==> src/rtl/fifo_pkg.sv <==
// Shared types and constants for the FIFO-to-stream reader.
package fifo_pkg;

    localparam int BEAT_CNT_W = 16;
    // Frame position counter width; covers BURST_LEN up to 256.
    localparam int FRAME_W    = 8;

    typedef enum logic [1:0] {
        IDLE  = 2'd0,
        RUN   = 2'd1,
        STALL = 2'd2
    } state_t;

    // Delivered-beat counter step; wraps naturally at the counter width.
    function automatic logic [BEAT_CNT_W-1:0] beat_inc(input logic [BEAT_CNT_W-1:0] cnt);
        return cnt + BEAT_CNT_W'(1);
    endfunction

endpackage

==> src/rtl/skid_buf2.sv <==
// Two-entry in-order buffer. entry0 is always the head, so the head output
// comes straight from a register and stays stable while nothing is popped.
module skid_buf2 #(
    parameter int WIDTH = 9
) (
    input  logic             clk,
    input  logic             rst,
    input  logic             push,
    input  logic [WIDTH-1:0] din,
    input  logic             pop,
    output logic             full,
    output logic             empty,
    output logic [WIDTH-1:0] head,
    output logic [1:0]       count
);

    logic [WIDTH-1:0] entry0_r;
    logic [WIDTH-1:0] entry1_r;
    logic [1:0]       count_r;
    logic             pop_s;
    logic             push_s;

    // Qualify requests: no pop from empty, no push into full unless a pop frees room.
    always_comb begin
        pop_s  = pop && (count_r != 2'd0);
        push_s = push && ((count_r != 2'd2) || pop_s);
    end

    // Storage and occupancy update.
    always_ff @(posedge clk) begin
        if (!rst) begin
            entry0_r <= '0;
            entry1_r <= '0;
            count_r  <= 2'd0;
        end else begin
            case ({push_s, pop_s})
                2'b10: begin
                    if (count_r == 2'd0) begin
                        entry0_r <= din;
                    end else begin
                        entry1_r <= din;
                    end
                    count_r <= count_r + 2'd1;
                end
                2'b01: begin
                    entry0_r <= entry1_r;
                    count_r  <= count_r - 2'd1;
                end
                2'b11: begin
                    if (count_r == 2'd1) begin
                        entry0_r <= din;
                    end else begin
                        entry0_r <= entry1_r;
                        entry1_r <= din;
                    end
                end
                default: begin
                    count_r <= count_r;
                end
            endcase
        end
    end

    assign full  = (count_r == 2'd2);
    assign empty = (count_r == 2'd0);
    assign head  = entry0_r;
    assign count = count_r;

endmodule

==> src/rtl/fifo_reader.sv <==
// Reads words from a synchronous FIFO and presents them as a valid/ready
// stream with frame markers, a delivered-beat counter and a sticky underrun flag.
module fifo_reader
    import fifo_pkg::*;
#(
    parameter int DATA_WIDTH = 8,
    parameter int BURST_LEN  = 4
) (
    input  logic                  clk,
    input  logic                  rst,
    input  logic                  en,
    input  logic                  fifo_empty,
    input  logic [DATA_WIDTH-1:0] fifo_rdata,
    input  logic                  fifo_error,
    output logic                  fifo_read_en,
    output logic                  m_valid,
    input  logic                  m_ready,
    output logic [DATA_WIDTH-1:0] m_data,
    output logic                  m_last,
    output logic [15:0]           beat_cnt,
    output logic                  underrun,
    output logic [1:0]            state
);

    state_t                  state_r;
    logic                    inflight_r;
    logic [FRAME_W-1:0]      frame_cnt_r;
    logic [BEAT_CNT_W-1:0]   beat_cnt_r;
    logic                    underrun_r;

    logic                    buf_full_s;
    logic                    buf_empty_s;
    logic [1:0]              buf_count_s;
    logic [DATA_WIDTH:0]     buf_head_s;
    logic [DATA_WIDTH:0]     buf_din_s;
    logic                    xfer_s;
    logic [2:0]              occ_s;
    logic                    room_s;
    logic                    rd_en_s;
    logic                    capture_s;
    logic                    last_s;

    // Read gating: a pop in this cycle frees a slot, which keeps one beat per cycle.
    always_comb begin
        xfer_s    = !buf_empty_s && m_ready;
        occ_s     = {1'b0, buf_count_s} + {2'b00, inflight_r};
        room_s    = xfer_s || (occ_s < 3'd2);
        rd_en_s   = rst && (state_r != IDLE) && en && !fifo_empty && room_s;
        capture_s = inflight_r && !fifo_error;
        last_s    = (frame_cnt_r == FRAME_W'(BURST_LEN - 1));
        buf_din_s = {last_s, fifo_rdata};
    end

    skid_buf2 #(
        .WIDTH (DATA_WIDTH + 1)
    ) u_buf (
        .clk   (clk),
        .rst   (rst),
        .push  (capture_s),
        .din   (buf_din_s),
        .pop   (xfer_s),
        .full  (buf_full_s),
        .empty (buf_empty_s),
        .head  (buf_head_s),
        .count (buf_count_s)
    );

    // Control FSM, in-flight tracking and frame position (tagged at push time).
    always_ff @(posedge clk) begin
        if (!rst) begin
            state_r     <= IDLE;
            inflight_r  <= 1'b0;
            frame_cnt_r <= '0;
        end else begin
            inflight_r <= rd_en_s;
            if (capture_s) begin
                frame_cnt_r <= last_s ? '0 : frame_cnt_r + FRAME_W'(1);
            end else begin
                frame_cnt_r <= frame_cnt_r;
            end
            case (state_r)
                IDLE: begin
                    if (en && !fifo_empty) begin
                        state_r <= RUN;
                    end else begin
                        state_r <= IDLE;
                    end
                end
                RUN: begin
                    if (buf_full_s && !m_ready) begin
                        state_r <= STALL;
                    end else if ((!en || fifo_empty) && !inflight_r && buf_empty_s) begin
                        state_r <= IDLE;
                    end else begin
                        state_r <= RUN;
                    end
                end
                STALL: begin
                    if (m_ready) begin
                        state_r <= RUN;
                    end else begin
                        state_r <= STALL;
                    end
                end
                default: begin
                    state_r <= IDLE;
                end
            endcase
        end
    end

    // Total delivered beats, wrapping at the counter width.
    always_ff @(posedge clk) begin
        if (!rst) begin
            beat_cnt_r <= '0;
        end else if (xfer_s) begin
            beat_cnt_r <= beat_inc(beat_cnt_r);
        end else begin
            beat_cnt_r <= beat_cnt_r;
        end
    end

    // Sticky underrun: an errored capture is flagged and its word dropped.
    always_ff @(posedge clk) begin
        if (!rst) begin
            underrun_r <= 1'b0;
        end else if (inflight_r && fifo_error) begin
            underrun_r <= 1'b1;
        end else begin
            underrun_r <= underrun_r;
        end
    end

    assign fifo_read_en = rd_en_s;
    assign m_valid      = !buf_empty_s;
    assign m_data       = buf_head_s[DATA_WIDTH-1:0];
    assign m_last       = buf_head_s[DATA_WIDTH];
    assign beat_cnt     = beat_cnt_r;
    assign underrun     = underrun_r;
    assign state        = state_r;

endmodule

==> config.mk <==
export PLATFORM = sky130hd
export DESIGN_NAME = fifo_reader
export DESIGN_NICKNAME = d
export VERILOG_FILES = /design/src/rtl/fifo_pkg.sv /design/src/rtl/skid_buf2.sv /design/src/rtl/fifo_reader.sv
export SDC_FILE = /design/constraint.sdc
export NUM_CORES = 1
export LEC_CHECK = 0
export ABC_AREA = 0
export ABC_CLOCK_PERIOD_IN_PS = 2490
export CAP_MARGIN = 0
export CORE_MARGIN = 2
export CORE_UTILIZATION = 36
export DETAILED_ROUTE_END_ITERATION = 16
export RECOVER_POWER = 25
export SYNTH_ARGS = -nofsm -noshare
export SYNTH_HDL_FRONTEND = slang
export SYNTH_SLANG_ARGS = --single-unit
==> constraint.sdc <==
create_clock -name clk -period 2.49 [get_ports clk]
set_input_delay 0.3735 -clock clk [delete_from_list [all_inputs] [get_ports clk]]
set_output_delay 0.3735 -clock clk [all_outputs]
set_load 0.01 [all_outputs]
; ---- Word-level counts from Yosys, hierarchy flattened
; Cells that the tools add are included.
[classes]
add_sub_neg = 5
magnitude_cmp = 1
eq_ne = 12
muxes = 13
n_reduce_logical = 31
[op_table]
columns = cell, n
row1 = $mux W9, 4
row2 = $pmux W9 S3, 1
row3 = $pmux W9 S2, 1
row4 = $add A16 B1 Y16 const B, 1
row5 = $logic_and A1 B1 Y1, 13
row6 = $add A8 B1 Y8 const B, 1
row7 = $eq A2 B2 Y1 const B, 4
row8 = $eq A8 B2 Y1 const B, 1
row9 = $mux W8, 1
row10 = $ne A2 B2 Y1 const B, 4
row11 = $reduce_bool A2 Y1, 4
row12 = $eq A2 B1 Y1 const B, 3
row13 = $logic_not A1 Y1, 6
row14 = $pmux W2 S3, 1
row15 = $logic_not A2 Y1, 2
row16 = $mux W2, 2
row17 = $pmux W2 S2, 1
row18 = $add A2 B1 Y3, 1
row19 = $logic_or A1 B1 Y1, 3
row20 = $lt A3 B2 Y1 const B, 1
row21 = $reduce_and A3 Y1, 1
row22 = $reduce_bool A3 Y1, 1
row23 = $add A2 B1 Y2 const B, 1
row24 = $mux W1, 2
row25 = 2 further kinds, 2
[word_totals]
register_bits = 48
inputBits = 14
out_inout_bits = 30

; ---- Logic depth before layout (Yosys ltp)
; Gate-level depths: netlist of run 1.
[depth]
ltp_word = 9
depth_mapped = 8
mapped_depth_nobuf = 6

; ---- By module
; A second synthesis of run 1 with hierarchy kept.
[unflattened]
hier_cells = 250
area_unflattened_um2 = 2269.7
[modules_own_cells]
columns = mod, n_inst, cells_per_inst, area_each_um2, seq_area_each_um2
row1 = fifo_reader, 1, 149, 1365.1, 560.5
row2 = skid_buf2, 1, 101, 904.6, 400.4

; ---- Worst setup path after synthesis of run 1
; OpenSTA, ideal clock, no wires.
[synth_timing]
path_type = reg-to-reg
startpoint = register u_buf.count_r[0] (netlist: u_buf.count[0])
endpoint = register beat_cnt_r[11] (netlist: beat_cnt[11])
setup_ns = 0.072
arrival_time_ns = 1.636
required_time_ns = 2.418
setup_slack_ns = 0.782
path_stages_with_launch = 7
n_path_buf = 0
period_less_slack_ns = 1.708
path_cell_list = dfxtp_1 -> inv_1 -> ha_1 -> nand3b_1 -> nor4_2 -> and3_1 -> mux2i_1
[synth_between]
elab_chain_len = 3
[synth_rtl]
columns = item, line
row1 = from (decl), skid_buf2.sv:19  ; logic [1:0] count_r;
row2 = from (signal assigned), skid_buf2.sv:43  ; count_r <= count_r + 2'd1;
row3 = from (signal assigned), skid_buf2.sv:47  ; count_r <= count_r - 2'd1;
row4 = from (signal assigned), skid_buf2.sv:58  ; count_r <= count_r;
row5 = $logic_not A2 Y1, skid_buf2.sv:65  ; assign empty = (count_r == 2'd0);
row6 = $logic_not A1 Y1, fifo_reader.sv:45  ; xfer_s = !buf_empty_s && m_ready;
row7 = $logic_and A1 B1 Y1, fifo_reader.sv:45
row8 = to (signal assigned), fifo_reader.sv:117  ; beat_cnt_r <= beat_inc(beat_cnt_r);
row9 = to (signal assigned), fifo_reader.sv:119  ; beat_cnt_r <= beat_cnt_r;
row10 = to (decl), fifo_reader.sv:28  ; logic [BEAT_CNT_W-1:0] beat_cnt_r;
; No other way between the ends.
; A chain may end at the register's enable or synchronous reset.

; ---- Worst setup path in the final report of run 1
[layout_timing]
startpoint = register u_buf.count_r[1] (netlist: u_buf.count[1])
endpoint = output fifo_read_en
[layout_between]
elab_chain_len = 5
[layout_rtl]
columns = item, line
row1 = "parallel branches: the longest is 3 deep, another holds $add A2 B1 Y3", -
row2 = $logic_or A1 B1 Y1 *, fifo_reader.sv:47  ; room_s = xfer_s || (occ_s < 3'd2);
row3 = $logic_and A1 B1 Y1 *, fifo_reader.sv:48  ; rd_en_s = rst && (state_r != IDLE) && en && !fifo_empty && room_s;
row4 = to (decl), fifo_reader.sv:15  ; output logic fifo_read_en,
; Every way passes the cells marked *.

==> qor.csv, run 1 <==
metric,value,unit
number of global-route vias before repair,1694,
CP arrival,1.95,ns
Most common cell on crit path,nor2_1,
combinational fraction of design power,25.2,%
Worst-path clk slew,0.09,ns
placed instance area,2770,sq um
# setup viols final,0,
Setup crit end kind,primary output,
Port Buffer Count,43,
Final WS setup,0.162,ns
max_cap viols,0,
VDD IR-drop max,323,uV
CTS tree,built,
CP Capture Point,fifo_read_en,
Num CTS Buffers,5,
die area,6900,sq um
CP startpoint kind,flip-flop,
worst-path cell chain,"inv_1, ha_1, nor2b_1, nor2_1, nor2_1, clkdlybuf4s50_1",
Flop pwr share,45.7,%
Slew @ Worst Pin,0.691,ns
Antenna Cells,0,
post-route ant nets,0,
Die X,83.1,um
Finished Cell Area,2870,sq um
clock sink total,48,
HP Class,reg2reg,
Routed wire per std cell,12.4,um
area grow syn2layout,27.5,%
initial antenna violation count,0,
# IOs,44,
RSZ-0062 raised after global routing,false,
largest net degree at the start of global routing,44,
synthesized area per cell,9.31,sq um
H-Tree Depth,2,
clock share of power,29.1,%
buffers and inverters on the worst path,2,
WS Path Type,reg2out,
post-CTS resize count,0,
register area share after synthesis,42.7,%
CTS Buffer Depth,2,
Sw Pwr,0.538,mW
"Hold-fix buffers, CTS",0,
fmax,430,MHz
"slowest stage cell, crit path",clkdlybuf4s50_1,
"Slew Viols, Final",0,
DR iter-0 viols,82,
routability cong.,0.751,
"CP delay by family, top",buffers and inverters,
post-layout minimum cycle time,2.33,ns
DRC viols,0,
flop2flop setup slack,0.50,ns
slew margin rel.,54.0,%
FF-to-FF path depth,6,
Net Sw Frac,28.2,%
Setup crit start,u_buf.count[1],
status,completed,
Tot GR Track Use,13.3,%
site row count,28,
peak fanout along the critical path,7,
grt ovf,0,
number of stages on the worst setup path,6,
CORE AREA,5990,sq um
internal power,1.37,mW
CP required,2.12,ns
synthesized area,2250,sq um
Post-CTS Setup Bufs,0,
Starting Density,37.6,%
dpl ws,0.319,ns
setup TNS,0,ns
P_leak,1.16,nW
share of cells above drive strength 1,6.57,%
r2r endpoint,beat_cnt[11],
fin nets,307,
synthesized flop and latch total,48,
final wirelength,4530,um
crit-path max cell delay,0.54,ns
Syn Nets,261,
DP HPWL,3150,um
"Clk Latency, worst-skew pair",0.30,ns
Mapped Cells,242,
Reg-to-Reg Start,u_buf.count[1],
period utilization,93.5,%
PwrDens,665,nW/um^2
Unique masters post-synth,37,
clock skew,0.0115,ns
DR pass1 iterations,4,
Via density,4.94,
CTS root buf,clkbuf_8,
final hold vios,0,
first-pass GRT wire length,7670,um
Design Power,1.91,mW
DR vias,1798,
Syn. warnings,0,
Die Height,83.1,um
==> tightest hold or removal path, stage by stage, from the launching register on <==
cell and delay, ns:
dfxtp_1 0.34, nand2_1 0.06, mux2i_1 0.05
==> area by class of cell <==
| class | count | area, sq um |
|---|---|---|
| Inverter | 4 | 15.0 |
| Timing Repair Buffer | 49 | 473 |
| Fill cell | 595 | 3120 |
| Multi-Input combinational cell | 180 | 1220 |
| Sequential cell | 48 | 961 |
| Clock inverter | 2 | 35.0 |
| Clock buffer | 6 | 72.6 |
| Tap cell | 75 | 93.8 |
==> worst min path at each step <==
| stage | startpoint | slack (ns) | depth (start not counted) | endpoint |
|---|---|---|---|---|
| finish | beat_cnt[11] | 0.49 | 2 | beat_cnt[11] |
| global route | beat_cnt[15] | 0.51 | 2 | beat_cnt[15] |
| CTS | beat_cnt[11] | 0.49 | 2 | beat_cnt[11] |
| detailed placement | beat_cnt[15] | 0.48 | 2 | beat_cnt[15] |
| global placement | beat_cnt[15] | 0.46 | 2 | beat_cnt[15] |
| floorplan | m_ready | 0.45 | 1 | state[1] |
==> power by group through the flow <==
stage / Sequential (mW) / Clock, mW / Combinational (mW)
after floorplan: 0.910 / 0 / 0.280
final: 0.873 / 0.557 / 0.481
after CTS: 0.876 / 0.574 / 0.502
after global placement: 0.894 / 0 / 0.496
after global routing: 0.883 / 0.605 / 0.536
after detailed placement: 0.893 / 0 / 0.498
==> metrics by stage <==
step                utilization, %  cells  hold slack, ns
finish                        47.9    364           0.487
global route                  47.9    364           0.506
CTS                           48.0    364           0.488
detailed placement            46.2    356           0.477
global placement              46.2    356           0.463
floorplan                        -    242           0.449
==> synth_stat cells <==
| master | number | area, sq um |
|---|---|---|
| clkbuf_1 | 5 | 18.8 |
| a21o_2 | 1 | 8.76 |
| nor3_1 | 3 | 15.0 |
| nand2_1 | 19 | 71.3 |
| nand3b_1 | 1 | 7.51 |
| and4_1 | 2 | 17.5 |
| nor4_4 | 1 | 21.3 |
| dfxtp_1 | 48 | 961 |
| nand4b_1 | 1 | 8.76 |
| buf_6 | 1 | 11.3 |
| nand3_1 | 8 | 40.0 |
| o211ai_1 | 1 | 7.51 |
| xnor2_1 | 13 | 114 |
| a21boi_0 | 3 | 22.5 |
| nor4_2 | 1 | 12.5 |
| nor2b_1 | 13 | 81.3 |
| and2b_1 | 1 | 7.51 |
| o21ai_0 | 15 | 75.1 |
| buf_2 | 2 | 10.0 |
| and3_1 | 3 | 18.8 |
| or3_1 | 2 | 12.5 |
| o211a_1 | 1 | 10.0 |
| or4b_4 | 1 | 13.8 |
| nand4_1 | 6 | 37.5 |
| inv_1 | 4 | 15.0 |
| buf_4 | 2 | 15.0 |
| a21bo_1 | 1 | 10.0 |
| xor2_1 | 4 | 35.0 |
| ha_1 | 5 | 62.6 |
| nor3b_1 | 2 | 15.0 |
| and4b_2 | 1 | 11.3 |
| nor2_1 | 13 | 48.8 |
| and2_1 | 11 | 68.8 |
| a21oi_1 | 15 | 75.1 |
| mux2i_1 | 23 | 230 |
| nand2b_1 | 8 | 50.1 |
| mux2_2 | 1 | 11.3 |
==> cells by family (layout without fill, tap and decap cells) <==
logic type | after synthesis | count (layout) | synth area share [%]
adders and majority gates | 5 | 5 | 2.78
DFF | 48 | 48 | 42.7
and+or+nand+nor | 97 | 97 | 24.8
xor gates and xnor gates | 17 | 17 | 6.61
buffers and inverters | 14 | 61 | 3.11
AOI/OAI and AO/OA | 37 | 37 | 9.28
muxes | 24 | 24 | 10.7
==> layout by cell type (no fill, tap or decap), drive strengths merged, types with 2 or more instances in the layout <==
| cell type | count |
|---|---|
| dlygate4sd3 | 14 |
| a21boi | 3 |
| clkdlybuf4s50 | 29 |
| o21ai | 15 |
| inv | 4 |
| xnor2 | 13 |
| nand2 | 19 |
| nor3b | 2 |
| nor4 | 2 |
| nand3 | 8 |
| xor2 | 4 |
| clkbuf | 7 |
| and3 | 3 |
| nor2 | 13 |
| nand2b | 8 |
| nand4 | 6 |
| nor2b | 13 |
| a21oi | 15 |
| buf | 5 |
| ha | 5 |
| and4 | 2 |
| dfxtp | 48 |
| mux2i | 23 |
| or3 | 2 |
| and2 | 11 |
| nor3 | 3 |
==> layer usage <==
metal  wire [um]  track usage (%)  part of all wire [%]  vias to the layer above
met5           0                0                     0                        -
met4          63             4.47                   1.4                        0
met2        1960             19.9                    43                       28
li1            -                -                     -                      933
met3         194             3.68                   4.3                        4
met1        2310             18.4                    51                      833
==> state kept, by name, summed over array words and instances, names as in the netlist <==
name,count
beat_cnt,16
frame_cnt_r,8
inflight_r,1
state,2
u_buf.count,2
u_buf.entry1_r,9
u_buf.head,9
underrun,1
(Power assumes the default switching activity.)
==> inputs of run 2 (changes only) <==
--- a/config.mk
+++ b/config.mk
@@ -8,9 +8,11 @@
 export ABC_AREA = 0
 export ABC_CLOCK_PERIOD_IN_PS = 2490
 export CAP_MARGIN = 0
+export CORE_ASPECT_RATIO = 1.2
 export CORE_MARGIN = 2
 export CORE_UTILIZATION = 36
 export DETAILED_ROUTE_END_ITERATION = 16
+export GPL_TIMING_DRIVEN = 0
 export RECOVER_POWER = 25
 export SYNTH_ARGS = -nofsm -noshare
 export SYNTH_HDL_FRONTEND = slang
==> run 2 against run 1 <==
Against the previous run: non-clock buffer count rose by 4; via count rose by 0.95%; die area barely moved.
==> qor.csv, run 2 (synthesis gave the netlist of run 1 again) <==
metric,value,unit,change
CORE AREA,6050,sq um,+1.0%
Multi-input gate area,1230,sq um,+0.82%
FF-to-FF path depth,6,,unchanged
FILL cells,614,,+3.2%
"Hold-fix buffers, CTS",0,,unchanged
peak fanout along the critical path,8,,+1
Antenna Cells,0,,unchanged
flop2flop setup slack,0.49,ns,about the same
largest net degree at the start of global routing,15,,-66%
DR vias,1815,,+0.95%
Seq. cell area,961,sq um,unchanged
"commonest non-fill, non-tap cell in the layout",dfxtp_1,,
clock skew,0.00627,ns,-0.00521 ns
Die X,76.2,um,-8.3%
site row count,31,,+11%
Port Buffer Count,43,,unchanged
routability cong.,0.775,,+3.2%
CP startpoint kind,primary input,,
WS Path Type,in2out,,
Die Height,90.6,um,+9.1%
# IOs,44,,unchanged
CP required,2.12,ns,about the same
Routed wire per std cell,12.8,um,+2.5%
r2r endpoint,beat_cnt[11],,
DP HPWL,3460,um,+9.8%
final hold vios,0,,unchanged
P_leak,1.16,nW,about the same
RSZ-0062 raised after global routing,false,,
"Clk Latency, worst-skew pair",0.30,ns,about the same
max_cap viols,0,,unchanged
Num CTS Buffers,5,,unchanged
# setup viols final,0,,unchanged
status,completed,,
first-pass GRT wire length,8260,um,+7.7%
fin nets,311,,+1.3%
Via density,4.84,,-2.0%
CTS tree,built,,
DR pass1 iterations,4,,unchanged
clock sink total,48,,unchanged
Largest register FFs,16,,unchanged
most frequent cells in the layout,"dfxtp_1, clkdlybuf4s50_1, mux2i_1",,
VDD IR-drop max,308,uV,-4.5%
DRC viols,0,,unchanged
die area,6910,sq um,about the same
initial antenna violation count,0,,unchanged
Starting Density,37.2,%,-0.37 points
fmax,420,MHz,-2.2%
Tot GR Track Use,14.6,%,+1.3 points
setup TNS,0,ns,unchanged
CP Capture Point,fifo_read_en,,
Post-CTS Setup Bufs,0,,unchanged
Reg-to-Reg Start,u_buf.count[0],,
hold slack final,0.472,ns,-0.0150 ns
slew margin rel.,69.8,%,+16 points
Worst-path clk slew,0.09,ns,about the same
period utilization,95.6,%,+2.1 points
number of global-route vias before repair,1823,,+7.6%
CTS Buffer Depth,2,,unchanged
Slew @ Worst Pin,0.449,ns,-0.242 ns
HP Class,reg2reg,,
"Slew Viols, Final",0,,unchanged
post-route ant nets,0,,unchanged
H-Tree Depth,2,,unchanged
area grow syn2layout,28.2,%,
DR iter-0 viols,71,,-13%
Setup crit start,m_ready,,
CTS root buf,clkbuf_8,,
PwrDens,643,nW/um^2,-3.4%
CP arrival,2.01,ns,+0.06 ns
share of cells above drive strength 1,7.51,%,+0.93 points
final wirelength,4780,um,+5.6%
post-layout minimum cycle time,2.38,ns,+0.0521 ns
Setup crit end kind,primary output,,
grt ovf,0,,unchanged
-- run 2: cell types whose count changed in the layout (fill, tap and decap cells not counted), moves of 2 or more --
cell / change
buf_4: -3
buf_2: +2
dlygate4sd3_1: -2
clkbuf_1: +3
-- run 2: area by class of cell --
class                   instances  share of cell area (%)
clock buffers                   6                    2.86
multi-input cells             180                    42.6
repair buffers                 43                    14.9
inverters                       4                   0.520
plain buffers                  10                    1.95
clock inverters                 2                   0.347
flip-flops and latches         48                    33.3
well taps                      82                    3.55
-- run 2: worst min-delay path by stage --
stage,endpoint,slack [ns],cells past startpoint,startpoint
6_report,beat_cnt[15],0.47,2,beat_cnt[15]
4_1_cts,beat_cnt[15],0.48,2,beat_cnt[15]
5_1_grt,beat_cnt[15],0.51,2,beat_cnt[15]
3_5_place_dp,beat_cnt[15],0.47,2,beat_cnt[15]
3_3_place_gp,beat_cnt[15],0.45,2,beat_cnt[15]
2_1_floorplan,state[1],0.45,1,m_ready
-- run 2: power by group --
part	internal, mW	switching [mW]
logic	0.255	0.247
registers	0.830	0.0455
clock network	0.222	0.257
-- run 2: layer usage --
| metal | track usage, % | vias up | wire (um) |
|---|---|---|---|
| met2 | 25.7 | 34 | 2330 |
| li1 | - | 937 | - |
| met4 | 6.06 | 0 | 104 |
| met3 | 3.10 | 10 | 178 |
| met1 | 17.0 | 834 | 2180 |
| met5 | 0 | - | 0 |
-- run 2: through the flow --
| step | instance area, sq um | std cells | util [%] | total power, mW | worst slack, ns |
|---|---|---|---|---|---|
| after floorplan | 2250 | 242 | - | 1.19 | 0.782 |
| after global placement | 2790 | 367 | 46.0 | 1.40 | -0.239 |
| after detailed placement | 2790 | 367 | 46.0 | 1.40 | -0.229 |
| after CTS | 2890 | 375 | 47.7 | 1.90 | 0.0536 |
| after global routing | 2890 | 375 | 47.7 | 1.97 | 0.0169 |
| final | 2890 | 375 | 47.7 | 1.86 | 0.110 |
-- run 2: repair_timing --
item	4_1_cts	5_1_grt
setup endpoints to repair	1	1
gates resized for setup	4	1
gates cloned	0	0
pin swaps	0	0
-- run 2: critical path, stage by stage --
cell	delay, ns
clkdlybuf4s50_1	0.64
nor2b_4	0.27
nor2_1	0.09
nor2_1	0.09
clkdlybuf4s50_1	0.54
